<file path="src/rtl/gpr_file_if.sv">
// gpr_file_if: register-file bus between decode and gpr_file.
//   master : drives read/write addresses, immediate controls, link and
//            scoreboard controls; receives operand data and stall.
//   slave  : the register file side (gpr_file).
interface gpr_file_if #(
    parameter int unsigned DW = 32,
    parameter int unsigned AW = 5
);
    logic [AW-1:0] rs_addr;
    logic [AW-1:0] rt_addr;
    logic [15:0]   imm;
    logic          alu_src;
    logic          imm_zext;
    logic          wr_en;
    logic [AW-1:0] wr_addr;
    logic [DW-1:0] wr_data;
    logic          lnk_en;
    logic [DW-1:0] lnk_data;
    logic          pend_set;
    logic [AW-1:0] pend_addr;
    logic [DW-1:0] rs_value;
    logic [DW-1:0] rt_raw;
    logic [DW-1:0] rt_value;
    logic          stall;

    modport master (
        output rs_addr, rt_addr, imm, alu_src, imm_zext,
               wr_en, wr_addr, wr_data, lnk_en, lnk_data,
               pend_set, pend_addr,
        input  rs_value, rt_raw, rt_value, stall
    );

    modport slave (
        input  rs_addr, rt_addr, imm, alu_src, imm_zext,
               wr_en, wr_addr, wr_data, lnk_en, lnk_data,
               pend_set, pend_addr,
        output rs_value, rt_raw, rt_value, stall
    );
endinterface

</file>
<file path="src/rtl/gpr_file.sv">
// gpr_file: parametrised MIPS general-purpose register file.
//   Two combinational read ports (optional write-first bypass), one clocked
//   data write port, a link-register write port for JAL, a per-register
//   load-pending scoreboard driving stall, and the ALUSrc operand-B mux with
//   sign/zero extension of the 16-bit immediate.
// Ports:
//   clk   - rising-edge clock
//   rst_n - synchronous active-low reset
//   bus   - gpr_file_if.slave (addresses, write/link/pend controls, imm,
//           alu_src, imm_zext in; rs_value, rt_raw, rt_value, stall out)
module gpr_file #(
    parameter int unsigned DW       = 32,
    parameter int unsigned NREG     = 32,
    parameter int unsigned AW       = $clog2(NREG),
    parameter int unsigned LINK_REG = NREG - 1,
    parameter bit          BYPASS   = 1'b1
) (
    input  logic         clk,
    input  logic         rst_n,
    gpr_file_if.slave    bus
);
    localparam logic [AW-1:0] LINK_A = AW'(LINK_REG);

    logic [DW-1:0]   regs [NREG];
    logic [NREG-1:0] pending;
    logic [NREG-1:0] clr_vec;
    logic [NREG-1:0] set_vec;

    logic          lnk_do;
    logic          wr_do;
    logic          hit_wr_rs, hit_lnk_rs, hit_wr_rt, hit_lnk_rt;
    logic          clr_rs, clr_rt;
    logic [DW-1:0] rs_d, rt_d, ext_imm;

    // On a wr/lnk collision the link write wins, so the data write is dropped.
    assign lnk_do = bus.lnk_en && (LINK_A != '0);
    assign wr_do  = bus.wr_en && (bus.wr_addr != '0) &&
                    !(bus.lnk_en && (bus.wr_addr == LINK_A));

    always_comb begin
        clr_vec = '0;
        set_vec = '0;
        for (int unsigned i = 1; i < NREG; i++) begin
            clr_vec[i] = (wr_do  && (bus.wr_addr == AW'(i))) ||
                         (lnk_do && (LINK_A == AW'(i)));
            set_vec[i] = bus.pend_set && (bus.pend_addr == AW'(i));
        end
    end

    always_ff @(posedge clk) begin
        if (!rst_n) begin
            for (int unsigned i = 0; i < NREG; i++) begin
                regs[i] <= '0;
            end
            pending <= '0;
        end else begin
            if (wr_do) begin
                regs[bus.wr_addr] <= bus.wr_data;
            end
            if (lnk_do) begin
                regs[LINK_A] <= bus.lnk_data;
            end
            // Set is applied after clear so a same-address load issue wins.
            for (int unsigned i = 0; i < NREG; i++) begin
                if (clr_vec[i]) pending[i] <= 1'b0;
                if (set_vec[i]) pending[i] <= 1'b1;
            end
        end
    end

    always_comb begin
        hit_wr_rs  = wr_do  && (bus.wr_addr == bus.rs_addr);
        hit_lnk_rs = lnk_do && (LINK_A == bus.rs_addr);
        hit_wr_rt  = wr_do  && (bus.wr_addr == bus.rt_addr);
        hit_lnk_rt = lnk_do && (LINK_A == bus.rt_addr);
        clr_rs     = BYPASS && (hit_wr_rs || hit_lnk_rs);
        clr_rt     = BYPASS && (hit_wr_rt || hit_lnk_rt);

        rs_d = regs[bus.rs_addr];
        if (bus.rs_addr == '0)       rs_d = '0;
        else if (BYPASS && hit_lnk_rs) rs_d = bus.lnk_data;
        else if (BYPASS && hit_wr_rs)  rs_d = bus.wr_data;

        rt_d = regs[bus.rt_addr];
        if (bus.rt_addr == '0)       rt_d = '0;
        else if (BYPASS && hit_lnk_rt) rt_d = bus.lnk_data;
        else if (BYPASS && hit_wr_rt)  rt_d = bus.wr_data;

        // Casting the signed immediate to DW bits performs the sign fill.
        ext_imm = bus.imm_zext ? DW'(bus.imm) : DW'($signed(bus.imm));
    end

    // Outputs are forced quiet while reset is held so a write presented in
    // the reset cycle cannot leak through the bypass path.
    assign bus.rs_value = rst_n ? rs_d : '0;
    assign bus.rt_raw   = rst_n ? rt_d : '0;
    assign bus.rt_value = bus.alu_src ? ext_imm : bus.rt_raw;
    assign bus.stall    = rst_n &&
        (((bus.rs_addr != '0) && pending[bus.rs_addr] && !clr_rs) ||
         ((bus.rt_addr != '0) && pending[bus.rt_addr] && !clr_rt && !bus.alu_src));
endmodule

</file>
<file path="src/flat_wrapper.sv">
// flat-port wrapper written by rule: the top's interface ports become plain ports
module gpr_file_flat 
#(
    parameter int unsigned DW       = 32,
    parameter int unsigned NREG     = 32,
    parameter int unsigned AW       = $clog2(NREG),
    parameter int unsigned LINK_REG = NREG - 1,
    parameter bit          BYPASS   = 1'b1
)
  (clk, rst_n, bus_rs_addr, bus_rt_addr, bus_imm, bus_alu_src, bus_imm_zext, bus_wr_en, bus_wr_addr, bus_wr_data, bus_lnk_en, bus_lnk_data, bus_pend_set, bus_pend_addr, bus_rs_value, bus_rt_raw, bus_rt_value, bus_stall);
  gpr_file_if #(.DW(DW), .AW(AW)) bus_i ();
  input  logic clk;
  input  logic rst_n;
  input wire logic [$bits(bus_i.rs_addr)-1:0] bus_rs_addr;
  input wire logic [$bits(bus_i.rt_addr)-1:0] bus_rt_addr;
  input wire logic [$bits(bus_i.imm)-1:0] bus_imm;
  input wire logic [$bits(bus_i.alu_src)-1:0] bus_alu_src;
  input wire logic [$bits(bus_i.imm_zext)-1:0] bus_imm_zext;
  input wire logic [$bits(bus_i.wr_en)-1:0] bus_wr_en;
  input wire logic [$bits(bus_i.wr_addr)-1:0] bus_wr_addr;
  input wire logic [$bits(bus_i.wr_data)-1:0] bus_wr_data;
  input wire logic [$bits(bus_i.lnk_en)-1:0] bus_lnk_en;
  input wire logic [$bits(bus_i.lnk_data)-1:0] bus_lnk_data;
  input wire logic [$bits(bus_i.pend_set)-1:0] bus_pend_set;
  input wire logic [$bits(bus_i.pend_addr)-1:0] bus_pend_addr;
  output wire logic [$bits(bus_i.rs_value)-1:0] bus_rs_value;
  output wire logic [$bits(bus_i.rt_raw)-1:0] bus_rt_raw;
  output wire logic [$bits(bus_i.rt_value)-1:0] bus_rt_value;
  output wire logic [$bits(bus_i.stall)-1:0] bus_stall;
  assign bus_i.rs_addr = bus_rs_addr;
  assign bus_i.rt_addr = bus_rt_addr;
  assign bus_i.imm = bus_imm;
  assign bus_i.alu_src = bus_alu_src;
  assign bus_i.imm_zext = bus_imm_zext;
  assign bus_i.wr_en = bus_wr_en;
  assign bus_i.wr_addr = bus_wr_addr;
  assign bus_i.wr_data = bus_wr_data;
  assign bus_i.lnk_en = bus_lnk_en;
  assign bus_i.lnk_data = bus_lnk_data;
  assign bus_i.pend_set = bus_pend_set;
  assign bus_i.pend_addr = bus_pend_addr;
  assign bus_rs_value = bus_i.rs_value;
  assign bus_rt_raw = bus_i.rt_raw;
  assign bus_rt_value = bus_i.rt_value;
  assign bus_stall = bus_i.stall;
  gpr_file #(.DW(DW), .NREG(NREG), .AW(AW), .LINK_REG(LINK_REG), .BYPASS(BYPASS)) u_core (.clk(clk), .rst_n(rst_n), .bus(bus_i));
endmodule
</file>
<file path="config.mk">
export PLATFORM = sky130hd
export DESIGN_NAME = gpr_file_flat
export DESIGN_NICKNAME = d
export VERILOG_FILES = /design/src/rtl/gpr_file_if.sv /design/src/rtl/gpr_file.sv /design/src/flat_wrapper.sv
export SDC_FILE = /design/constraint.sdc
export NUM_CORES = 2
export LEC_CHECK = 0
export ABC_AREA = 1
export BUFFER_PORTS_ARGS = -buffer_cell sky130_fd_sc_hd__buf_2
export CAP_MARGIN = 10
export CORE_MARGIN = 5
export CORE_UTILIZATION = 50
export CTS_CLUSTER_DIAMETER = 200
export DETAILED_ROUTE_END_ITERATION = 6
export HOLD_SLACK_MARGIN = 0.15
export MAX_ROUTING_LAYER = met4
export PLACE_DENSITY_LB_ADDON = 0.2
export SETUP_SLACK_MARGIN = 0.3
export SYNTH_ARGS = -nofsm -noshare
export SYNTH_HDL_FRONTEND = slang
export SYNTH_SLANG_ARGS = --single-unit
</file>
<file path="constraint.sdc">
create_clock -name clk -period 4.1 [get_ports clk]
set_input_delay 0.41 -clock clk [delete_from_list [all_inputs] [get_ports clk]]
set_output_delay 0.41 -clock clk [all_outputs]
set_load 0.02 [all_outputs]
</file>
# Word level (Yosys, flattened, before mapping)
# Memory sizes are Yosys's and may differ from the RTL's.
# Cells that the tools add are included.
dict set report classes {
  magnitude_cmp 2
  eq_ne 66
  n_mux 87
  n_bitwise 1
  n_reduce_logical 120
}
# operator n
set ops {}
lappend ops {{2-to-1 mux 32 bit} 12}
lappend ops {{== test 5 bit (second input constant)} 32}
lappend ops {{== test 5 x 4 -> 1 bit (second input constant)} 16}
lappend ops {{logical AND 1 bit} 75}
lappend ops {{2-to-1 mux 1 bit} 72}
lappend ops {{nonzero test 2 bit} 31}
lappend ops {{== test 5 x 3 -> 1 bit (second input constant)} 8}
lappend ops {{OR reduction 32 bit} 1}
lappend ops {{== test 5 x 2 -> 1 bit (second input constant)} 4}
lappend ops {{nonzero test 5 bit} 3}
lappend ops {{less-than comparator 5 x 6 -> 1 bit (second input constant)} 2}
lappend ops {{binary-select mux 1 bit (select 5 bit)} 2}
lappend ops {{== test 5 x 1 -> 1 bit (second input constant)} 2}
lappend ops {{== test 5 bit} 2}
lappend ops {{== test 5 bit (first input constant)} 2}
lappend ops {{logical NOT 5 bit} 2}
lappend ops {{2-to-1 mux 5 bit} 1}
lappend ops {{logical NOT 1 bit} 4}
lappend ops {{logical OR 1 bit} 4}
lappend ops {{bitwise OR 1 bit} 1}
dict set report totals {
  register_bits 31
  mem_bits_rw 1024
  input_bits 107
  output_inout_bits 97
  elab_cells 308
  memories 1
}
# memory words word_bits rd rd_ports_with_merged_regs write_ports line_no
set memory_table {}
lappend memory_table {u_core.regs 32 32 2 0 32 gpr_file.sv:24} ;# logic [DW-1:0] regs [NREG];

# Logic depth before layout (Yosys ltp)
dict set report logic_depth {
  depth_word 11
  depth_mapped 16
  mapped_depth_nobuf 13
}

# Least setup slack after synthesis
# No wires, ideal clock.
dict set report synth_timing {
  path_kind {in2reg}
  startpoint {input port bus_wr_addr[2]}
  endpoint {memory u_core.regs[22][0] (enable)}
  arrival_time_ns 3.509
  path_slack_ns 0.123
  cell_stages 7
  path_cell_list {buf_2 -> inv_1 -> nor2_1 -> inv_1 -> nor2_1 -> inv_1 -> o21ai_0}
}
# item line_no
set synth_lines {}
lappend synth_lines {{from (decl)} flat_wrapper.sv:20} ;# input wire logic [$bits(bus_i.wr_addr)-1:0] bus_wr_addr;
lappend synth_lines {{to (decl)} gpr_file.sv:24}

# Worst setup path after layout
dict set report layout_timing {
  startpoint {input port bus_rt_addr[1]}
  endpoint {output port bus_rt_value[3]}
}
dict set report layout_via {
  elab_chain_len 7
}
# item line_no
set layout_lines {}
lappend layout_lines {{from (decl)} flat_wrapper.sv:15} ;# input wire logic [$bits(bus_i.rt_addr)-1:0] bus_rt_addr;
lappend layout_lines {{parallel branches: the longest is 4 deep, another holds memory (32 x 32 bit)} -}
lappend layout_lines {{2-to-1 mux 32 bit (*)} gpr_file.sv:85} ;# if (bus.rt_addr == '0) rt_d = '0;
lappend layout_lines {{2-to-1 mux 32 bit (*)} gpr_file.sv:96} ;# assign bus.rt_raw = rst_n ? rt_d : '0;
lappend layout_lines {{2-to-1 mux 32 bit (*)} gpr_file.sv:97} ;# assign bus.rt_value = bus.alu_src ? ext_imm : bus.rt_raw;
lappend layout_lines {{to (decl)} flat_wrapper.sv:28} ;# output wire logic [$bits(bus_i.rt_value)-1:0] bus_rt_value;
# Mark *: on every way between the ends.

==> summary.md <==
| Metric | Value |
|---|---|
| Status | finished, final reports clean |
| Leakage power | ~28 nW |
| Clock buffer count from CTS | 115 |
| GR Layer Usage met3 | 10.62% |
| Std-Cell Rows | 126 |
| Ys Warns | 0 |
| HP Start | bus_lnk_data[9] |
| Fin util | 56.33% |
| Post-Syn Instances | between 7000 and 8000 |
| Final hold violations | 0 |
| Via density | 6.362 |
| Horiz. Die Dim | 355.6 um |
| Final nets | 7790 |
| Full die area | 126400 um^2 |
| Gr ovfl total | 0 |
| Via total after detailed routing | 59680 |
| Hold Crit Endpoint | u_core.regs[31][9] |
| Post-route ant nets | 0 |
| Setup crit start kind | input pin |
| Routed len/inst | 27.22 um |
| CTS tree | built |
| Endpoints failing setup | 0 |
| # IOs | between 200 and 250 |
| Final GP Congestion | 0.9861 |
| Setup ws final | 433.8 ps |
| R2r setup slk | 2880 ps |
| Final Skew | 0 ps |
| Fmax | 272.8 MHz |
| Total GRT Usage | roughly two fifths |
| Pre-CTS setup slack | 606.0 ps |
| Core Area | 118400 um^2 |
| Least-Margin Pin Slew | 1034 ps |
| Post-DP HPWL | around 150000 um |
| Peak supply drop | 419.1 uV |
| Post-synthesis register bit count | around 1100 |
| Initial antenna violation count | 3 |
| Post-Route Setup TNS | 0 ps |
| Pwr dens | a little over 400 nW/um^2 |
| CTS H-tree lvls | 3 |
| First-pass GRT wire length | 365300 um |
| Fraction of layout cells with a size suffix above 1 | 8.781% |
| Max-cap violations | 0 |
| Post-route clock period utilization | 89.42% |
| RSZ-0062 raised after global routing | false |
| Routing usage on met2 | 56.73% |
| Hold WC Path Type | input pin to flip-flop |
| Initial DRC Count | ~11000 |
| DRC viols | 0 |
| Reg2reg end | u_core.pending[14] |
| Worst hold path cell count | 3 |
| Post-Syn Area | 59710 um^2 |
| Syn avg cell area | roughly 7.7 um^2 |
| Clock latency at the later pin of the worst-skew pair | 720 ps |
| Rel. slew slack | 30.97% |
| Post-synth EDFFs | ~1000 |
| Clock slew at reported path FFs | approximately 50 ps |
| Worst setup path start | bus_rt_addr[1] |
| Post-synthesis cell type count | 31 |
| Critical Path AT | 3260 ps |
| Async set or reset register ratio after synthesis | 0% |
| CP Max Fanout | 52 |
| Largest net degree at the start of global routing | roughly 150 |
| Worst r2r src | u_core.pending[14] |
| Root buf cell | clkbuf_16 |
| Sink Count | 1055 |
| Met1 Use GR | 51.55% |
| P&R area growth vs syn | 11.70% |
| Ys flop type | edfxtp_1 |
| Critical path capture point type | output port |
| Die height | 355.6 um |
| GR peak layer | met2 |
| Port bufs | roughly 200 |
| DR pass1 iterations | 7 |
| Min Hold Slack | 172.1 ps |
| Post-CTS Setup Inserts | 0 |
| Vias in the first global route | 55330 |
| Initial Util | 50.43% |
| Final Slew Violations | 0 |
| Final Critical Period | 3666 ps |
| Clk buf depth | 3 |
| CP required | approximately 3700 ps |
| Routed WL | 255300 um |
| Post-synthesis sequential area ratio | 52.54% |
| Worst setup path class | input pin to output port |
| R2R cell count | 3 |
==> cells in the final DEF, fill, tap and decap left out, types with 4 or more instances in the layout <==
cell type | netlist | layout
nand2_1 | 2668 | 2635
nand3_1 | 1534 | 1518
edfxtp_1 | 1024 | 1024
nor2_1 | 1022 | 1021
a21oi_1 | 296 | 296
buf_2 | 198 | 196
buf_4 | 0 | 192
inv_1 | 193 | 187
clkbuf_16 | 0 | 119
o21ai_0 | 104 | 103
nor3_1 | 55 | 54
buf_12 | 0 | 52
o22ai_1 | 49 | 49
nand2_2 | 0 | 33
conb_1 | 1 | 32
dfxtp_1 | 31 | 31
clkinv_2 | 0 | 30
clkinv_1 | 2 | 28
a21boi_0 | 21 | 21
clkbuf_1 | 387 | 20
nand4_1 | 19 | 19
dlygate4sd3_1 | 0 | 17
nand3_2 | 0 | 16
bufinv_16 | 0 | 13
a22o_1 | 12 | 12
a21boi_1 | 11 | 11
o211ai_1 | 9 | 9
inv_2 | 7 | 7
clkinvlp_4 | 0 | 5
inv_8 | 0 | 4
buf_8 | 0 | 4
==> synth_stat cells, types with 7 or more instances <==
library cell / instances / area share [%]
buf_1: 97 / 0.61
nor2_1: 1022 / 6.4
nand4_1: 19 / 0.20
a21boi_0: 21 / 0.26
edfxtp_1: 1024 / 51
buf_2: 198 / 1.7
inv_1: 193 / 1.2
o211ai_1: 9 / 0.11
clkbuf_1: 387 / 2.4
a21boi_1: 11 / 0.14
o22ai_1: 49 / 0.51
dfxtp_1: 31 / 1.0
a22o_1: 12 / 0.18
nand2_1: 2668 / 17
inv_2: 7 / 0.044
nand3_1: 1534 / 13
nor3_1: 55 / 0.46
a21oi_1: 296 / 2.5
o21ai_0: 104 / 0.87
==> final cells by class <==
class	count	area (um^2)
multi-input cells	5847	25080
repair buffers	462	3721
inverters	202	793.3
flip-flops and latches	1055	31370
clock buffers	139	3053
fillers	10710	51700
clock inverters	73	671.9
well taps	1600	2002
diodes	3	7.507
==> where the power goes <==
part           switching [W]  internal, W
clock network        0.00448      0.00606
registers           0.000324       0.0124
logic                0.00311      0.00109
==> timing repair <==
item                                   in CTS  in global routing
gates resized for setup                     0                  1
setup endpoints to repair                   0                  4
hold buffers                               17                  0
endpoints found under the hold margin      24                  0
==> worst max-delay path, stage by stage <==
cell and delay [ps]:
buf_8 200, inv_8 460, buf_4 300, buf_4 240, nand3_1 110, nand2_1 280
nand2_1 240, nand3_1 280, nand2_1 80, nand2_1 200, nand2_1 80, nand3_1 110
nand2_1 60, buf_2 150
==> sequential cells by signal, indices dropped and copies added (netlist names) <==
register and count:
u_core.regs 1024, u_core.pending 31
==> metal layers <==
layer | routed length (um) | part of all wire (%) | vias up
met5 | 0 | 0 | -
met2 | 106800 | 42 | 5202
met1 | 89710 | 35 | 27810
met3 | 40100 | 16 | 1021
met4 | 18700 | 7.3 | 0
li1 | - | - | 25650
==> worst max path at each step <==
stage | endpoint | slack, ps | depth (start not counted)
global route | bus_rt_value[7] | 390 | 12
global placement | bus_rs_value[14] | 570 | 10
finish | bus_rt_value[3] | 430 | 14
detailed placement | bus_rs_value[14] | 610 | 10
CTS | bus_rt_value[3] | 600 | 14
floorplan | u_core.regs[22][0] | 1010 | 7
==> stage by stage <==
stage | instances | power [W] | area (um^2)
after floorplan | 7786 | 0.01524 | 59820
after global placement | 9148 | 0.01689 | 62760
after detailed placement | 9148 | 0.01695 | 62760
after CTS | 9377 | 0.02727 | 66660
after global routing | 9380 | 0.02818 | 66690
final | 9381 | 0.02749 | 66700
==> logic make-up (layout without fill, tap and decap cells) <==
logic type | Yosys count | after routing | synth area share [%]
other cells | 1 | 35 | 0.006281
xor+xnor | 4 | 4 | 0.05869
simple gates | 5306 | 5306 | 36.83
buf+inv | 884 | 876 | 5.972
compound gates | 505 | 505 | 4.595
flops | 1055 | 1055 | 52.54
No activity file was read; power rests on OpenSTA's default activity.
